**src/rtl/calc_display.sv**
```systemverilog
// calc_display: multiplexed 4-digit hex display and status LEDs for the stack calculator.
// A debounced page button selects which 16-bit half of the 32-bit result is shown.
module calc_display #(
  parameter int DIGIT_PERIOD    = 50000,
  parameter int DEBOUNCE_CYCLES = 500000
) (
  input  logic        clk,
  input  logic        reset,
  input  logic [31:0] value,
  input  logic        error_bit,
  input  logic        empty_stack,
  input  logic [9:0]  stack_size,
  input  logic        page_btn,
  output logic [6:0]  seg,
  output logic        dp,
  output logic [3:0]  an,
  output logic [7:0]  led
);

  localparam int SCAN_W = $clog2(DIGIT_PERIOD);
  localparam int DEB_W  = $clog2(DEBOUNCE_CYCLES);
  localparam logic [SCAN_W-1:0] SCAN_LAST = SCAN_W'(DIGIT_PERIOD - 1);
  localparam logic [DEB_W-1:0]  DEB_LAST  = DEB_W'(DEBOUNCE_CYCLES - 1);

  localparam logic [6:0] SEG_BLANK = 7'b1111111;
  localparam logic [6:0] SEG_DASH  = 7'b0111111;
  localparam logic [6:0] SEG_R     = 7'b0101111;
  localparam logic [6:0] SEG_E     = 7'b0000110;

  logic [SCAN_W-1:0] scan_cnt_r;
  logic [1:0]        idx_r;
  logic              sync1_r;
  logic              sync2_r;
  logic              db_level_r;
  logic [DEB_W-1:0]  db_cnt_r;
  logic              page_r;

  logic [3:0]        nibble_s;
  logic [6:0]        seg_s;
  logic              dp_s;
  logic [3:0]        an_s;
  logic [7:0]        led_s;

  function automatic logic [6:0] hex_to_seg(input logic [3:0] nib);
    logic [6:0] code;
    case (nib)
      4'h0: code = 7'b1000000;
      4'h1: code = 7'b1111001;
      4'h2: code = 7'b0100100;
      4'h3: code = 7'b0110000;
      4'h4: code = 7'b0011001;
      4'h5: code = 7'b0010010;
      4'h6: code = 7'b0000010;
      4'h7: code = 7'b1111000;
      4'h8: code = 7'b0000000;
      4'h9: code = 7'b0010000;
      4'hA: code = 7'b0001000;
      4'hB: code = 7'b0000011;
      4'hC: code = 7'b1000110;
      4'hD: code = 7'b0100001;
      4'hE: code = 7'b0000110;
      4'hF: code = 7'b0001110;
      default: code = SEG_BLANK;
    endcase
    return code;
  endfunction

  // Scan timer: dwell DIGIT_PERIOD cycles on each digit, then advance.
  always_ff @(posedge clk) begin
    if (reset) begin
      scan_cnt_r <= '0;
      idx_r      <= 2'd0;
    end else if (scan_cnt_r == SCAN_LAST) begin
      scan_cnt_r <= '0;
      idx_r      <= idx_r + 2'd1;
    end else begin
      scan_cnt_r <= scan_cnt_r + SCAN_W'(1);
    end
  end

  // Button synchroniser and debouncer; each debounced press flips the page.
  always_ff @(posedge clk) begin
    if (reset) begin
      sync1_r    <= 1'b0;
      sync2_r    <= 1'b0;
      db_level_r <= 1'b0;
      db_cnt_r   <= '0;
      page_r     <= 1'b0;
    end else begin
      sync1_r <= page_btn;
      sync2_r <= sync1_r;
      if (sync2_r == db_level_r) begin
        db_cnt_r <= '0;
      end else if (db_cnt_r == DEB_LAST) begin
        db_level_r <= sync2_r;
        db_cnt_r   <= '0;
        if (sync2_r) begin
          page_r <= ~page_r;
        end else begin
          page_r <= page_r;
        end
      end else begin
        db_cnt_r <= db_cnt_r + DEB_W'(1);
      end
    end
  end

  // Digit content for the current scan position; error beats empty beats the number.
  always_comb begin
    nibble_s = value[{page_r, idx_r, 2'b00} +: 4];
    seg_s    = SEG_BLANK;
    dp_s     = 1'b1;
    an_s     = 4'b1111;
    led_s    = {error_bit, (stack_size >= 10'd127) ? 7'h7F : stack_size[6:0]};

    case (idx_r)
      2'd0:    an_s = 4'b1110;
      2'd1:    an_s = 4'b1101;
      2'd2:    an_s = 4'b1011;
      2'd3:    an_s = 4'b0111;
      default: an_s = 4'b1111;
    endcase

    if (error_bit) begin
      case (idx_r)
        2'd3:    seg_s = SEG_E;
        2'd2:    seg_s = SEG_R;
        2'd1:    seg_s = SEG_R;
        default: seg_s = SEG_BLANK;
      endcase
    end else if (empty_stack) begin
      seg_s = SEG_DASH;
    end else begin
      seg_s = hex_to_seg(nibble_s);
    end

    // The decimal point on the rightmost digit marks the high half.
    if ((idx_r == 2'd0) && page_r && !error_bit && !empty_stack) begin
      dp_s = 1'b0;
    end else begin
      dp_s = 1'b1;
    end
  end

  // Output register.
  always_ff @(posedge clk) begin
    if (reset) begin
      seg <= 7'h7F;
      dp  <= 1'b1;
      an  <= 4'hF;
      led <= 8'h00;
    end else begin
      seg <= seg_s;
      dp  <= dp_s;
      an  <= an_s;
      led <= led_s;
    end
  end

endmodule

```
**config.mk**
```make
export PLATFORM = sky130hd
export DESIGN_NAME = calc_display
export DESIGN_NICKNAME = d
export VERILOG_FILES = /design/src/rtl/calc_display.sv
export SDC_FILE = /design/constraint.sdc
export NUM_CORES = 1
export LEC_CHECK = 0
export BUFFER_PORTS_ARGS = -buffer_cell sky130_fd_sc_hd__buf_2
export CAP_MARGIN = 30
export CORE_AREA = 2 2 75 91
export CTS_CLUSTER_SIZE = 16
export DETAILED_ROUTE_END_ITERATION = 10
export DIE_AREA = 0 0 77 93
export PLACE_DENSITY = 0.73
export SLEW_MARGIN = 15
export SYNTH_ARGS = -nofsm -noshare
export SYNTH_HDL_FRONTEND = slang
export SYNTH_SLANG_ARGS = --single-unit
export TNS_END_PERCENT = 1
```
**constraint.sdc**
```tcl
create_clock -name clk -period 2.3 [get_ports clk]
set_input_delay 0.46 -clock clk [delete_from_list [all_inputs] [get_ports clk]]
set_output_delay 0.46 -clock clk [all_outputs]
set_load 0.005 [all_outputs]
```
==> reports/qor.yml <==
worst-endpoint-required_ns: 2.51
worst_setup_path_start_kind: "flop"
grt_util_all_layers: 0.173
dpl_cell_area_um2: 3410
comb_power_share: 0.081
cts_made_buffers: 9
fmax_mhz: 460
fin_worst_skew_ns: 0.00514
die-width_um: 77
synth.top_cells.by_area: "sky130_fd_sc_hd__dfxtp_1, sky130_fd_sc_hd__nor2_1, sky130_fd_sc_hd__ha_1"
worstReg2RegStart: "idx_r[0]"
rows: 32
timing.final.setup_violations: 0
p_sw_uw: 462
globalRoute.totalOverflow: 0
core_um2: 6330
synth_top_cells_by_count: "sky130_fd_sc_hd__dfxtp_1, sky130_fd_sc_hd__nor2_1, sky130_fd_sc_hd__xnor2_1, sky130_fd_sc_hd__nand3_1"
yosys_most_used_dff: "sky130_fd_sc_hd__dfxtp_1"
yosys.area_share.adder: 0.0640
power.density_nw_per_um2: 571
final_wirelength_mm: 5.76
synthesis.instances: 305
synth_top_family_by_area: "simple AND/OR/NAND/NOR gates"
postSynthNetCount: 367
ys_seq_area_frac: 0.417
timing.max_cap.violations: 0
ys_types: 43
yosys.area_share.simple: 0.219
cts.repair.resized: 0
area_growth_pct: 21.9
grt_setup_unrepaired: "no"
layout.cell_area.non_filler_um2: 3570
remaining_max_slew_budget_at_the_tightest_pin: 0.656
clock_pin_slew_on_the_worst_setup_and_hold_paths_ns: 0.06
post_synth_mux_area_share: 0.114
floorplan.io_pins: 67
top_layer_used: "met4"
met1_length_mm: 2.53
total_via_count_after_detailed_routing: 2333
tritoncts: "built"
synth_largest_area_cell: "sky130_fd_sc_hd__dfxtp_1"
number_of_global_route_vias_before_repair: 2280
cts_max_path_buffers: 2
worst_flop_to_flop_path_endpoint: "seg[3]"
wl_per_cell_um: 12.2
internal-power_uw: 1580
netSwitchingFraction: 0.226
synth_largest_type_area_fraction: 0.417
dr.first_iter.drc_count: 118
ir_worst_vdd_uv: 431
synthXorXnorAreaFrac: 0.0956
timing.hold.worst.class: "input port to flop"
syn-mean-instance-area_um2: 9.61
ys_warn_count: 0
die_h_um: 93
worst_setup_path_endpoint: "seg[3]"
finalWorstSetupSlack_ns: 0.127
reg2reg_slack_ns: 0.13
dp.final_hpwl_mm: 4.37
cts_root_cell: "sky130_fd_sc_hd__clkbuf_8"
grt_antenna_before_repair: 0
route.detailed.drc: 0
synth_most_common_cell: "sky130_fd_sc_hd__dfxtp_1"
worstMarginPinSlew_ns: 0.515
cts_hold_buf: 0
fin_setup_tns_ns: 0
crit_fanout: 6
fp.dieArea_um2: 7160
synth_enable_flop_cells: 0
met2WireLength_mm: 2.98
diodes: 0
final.period_utilization: 0.945
ys_async_sr_fraction: 0
power.sequential.fraction: 0.532
synth_area_in_compound_gates: 0.0444
finalCriticalPeriod_ns: 2.17
gp_congestion: 0.839
flop_and_latch_count_out_of_synthesis: 61
leakagePower_uw: 0.00142
clock_power_frac: 0.386
drv_slew: 0
critical_path_class: "flop to flop"
timing.critical_path.from: "idx_r[0]"
worst_setup_ep_type: "flop"
postCtsSetupRepairBufs: 0
outcome: "finished clean"
final-hold-violation-count: 0
syn-cell-area_um2: 2930
dr.pass1.iters: 4
final_layout_size_suffix_gt1_frac: 0.273
maximum_number_of_pins_on_one_net_before_global_route_repair: 24
net_count_of_the_finished_layout: 446
critical_path_arrival_ns: 2.39
dpl_worst_slack_ns: 0.0436
vias_per_cell: 4.93
port-buffer-count: 66
initial_utilization: 0.463
htree_num_levels: 3
global_route_wire_length_before_repair_mm: 10.1
met3_length_um: 156
clk-insertion-delay-late_ns: 0.33
tritoncts_num_sinks: 61
rr_worst_depth: 7
drtAntennaViolNets: 0
-- cell type report --
cell class,count,area [um2]
inverters,15,56.3
fillers,592,2760
multi-input cells,218,1600
repair buffers,79,428
flip-flops and latches,61,1220
clock inverters,2,10.0
clock buffers,13,149
well taps,85,106
-- cell usage in the layout (no fill, tap or decap), types with 2 or more instances in the layout --
master	instances
sky130_fd_sc_hd__dfxtp_1	60
sky130_fd_sc_hd__and2_1	2
sky130_fd_sc_hd__clkbuf_8	10
sky130_fd_sc_hd__xor2_1	13
sky130_fd_sc_hd__inv_1	15
sky130_fd_sc_hd__and4_1	3
sky130_fd_sc_hd__nand2_1	11
sky130_fd_sc_hd__nand3_1	18
sky130_fd_sc_hd__mux4_1	4
sky130_fd_sc_hd__mux2i_4	4
sky130_fd_sc_hd__clkbuf_1	3
sky130_fd_sc_hd__o21ai_0	4
sky130_fd_sc_hd__a21oi_1	7
sky130_fd_sc_hd__mux2_2	2
sky130_fd_sc_hd__clkinv_2	2
sky130_fd_sc_hd__ha_1	15
sky130_fd_sc_hd__and3_1	7
sky130_fd_sc_hd__nor2_1	59
sky130_fd_sc_hd__or3_1	3
sky130_fd_sc_hd__nand4_1	3
sky130_fd_sc_hd__buf_2	66
sky130_fd_sc_hd__nand2b_1	5
sky130_fd_sc_hd__mux2i_1	5
sky130_fd_sc_hd__mux4_2	4
sky130_fd_sc_hd__nor2b_1	3
sky130_fd_sc_hd__nor4b_1	2
sky130_fd_sc_hd__buf_4	13
sky130_fd_sc_hd__xnor2_1	19
sky130_fd_sc_hd__nor3_1	10
-- flip-flops by register name (all words and copies together), names as in the netlist --
register and flops:
idx_r 2, db_level_r 1, sync1_r 1, page_r 1, seg 7, led 8, scan_cnt_r 16, an 4
sync2_r 1, dp 1, db_cnt_r 19
-- metrics by stage --
| step | utilization | cells | total power [uW] | hold WS [ns] |
|---|---|---|---|---|
| after floorplan | - | 305 | 1200 | 0.414 |
| after global placement | 0.539 | 458 | 1270 | 0.441 |
| after detailed placement | 0.539 | 458 | 1280 | 0.446 |
| after CTS | 0.564 | 473 | 2060 | 0.332 |
| after global routing | 0.564 | 473 | 2120 | 0.337 |
| final | 0.564 | 473 | 2040 | 0.335 |
-- how the worst min path moves through the flow --
stage                  start       endpoint  slack, ns  cells after the start
6_report       stack_size[0]         led[0]       0.34                      3
3_5_place_dp   scan_cnt_r[0]  scan_cnt_r[0]       0.45                      1
2_1_floorplan        sync1_r        sync2_r       0.41                      1
5_1_grt        stack_size[4]         led[4]       0.34                      3
3_3_place_gp   scan_cnt_r[0]  scan_cnt_r[0]       0.44                      1
4_1_cts        stack_size[6]         led[6]       0.33                      3
-- power groups by stage --
stage          Sequential (uW)  Clock (uW)  Combinational, uW
2_1_floorplan             1110           0               90.4
3_3_place_gp              1110           0                160
3_5_place_dp              1110           0                166
4_1_cts                   1090         808                167
5_1_grt                   1090         849                185
6_report                  1090         787                166
-- cells by family after synthesis --
logic type / Yosys count
fa+ha+maj: 15
xor+xnor: 32
mux: 19
flops: 61
buf+inv: 26
simple gates: 132
compound gates: 20
-- worst max-delay path, stage by stage, from the launching register on --
cell and delay (ns):
sky130_fd_sc_hd__dfxtp_2 0.40, sky130_fd_sc_hd__mux4_1 0.62, sky130_fd_sc_hd__mux2i_4 0.17, sky130_fd_sc_hd__inv_1 0.11, sky130_fd_sc_hd__ha_1 0.23, sky130_fd_sc_hd__mux2_2 0.27
sky130_fd_sc_hd__mux2i_1 0.17, sky130_fd_sc_hd__a21oi_1 0.09
-- routing by layer --
layer,track usage,vias up
met1,0.200,1099
li1,-,1194
met3,0.0309,9
met5,0,-
met4,0.0714,0
met2,0.314,31
Power figures use the tool's default switching activity.
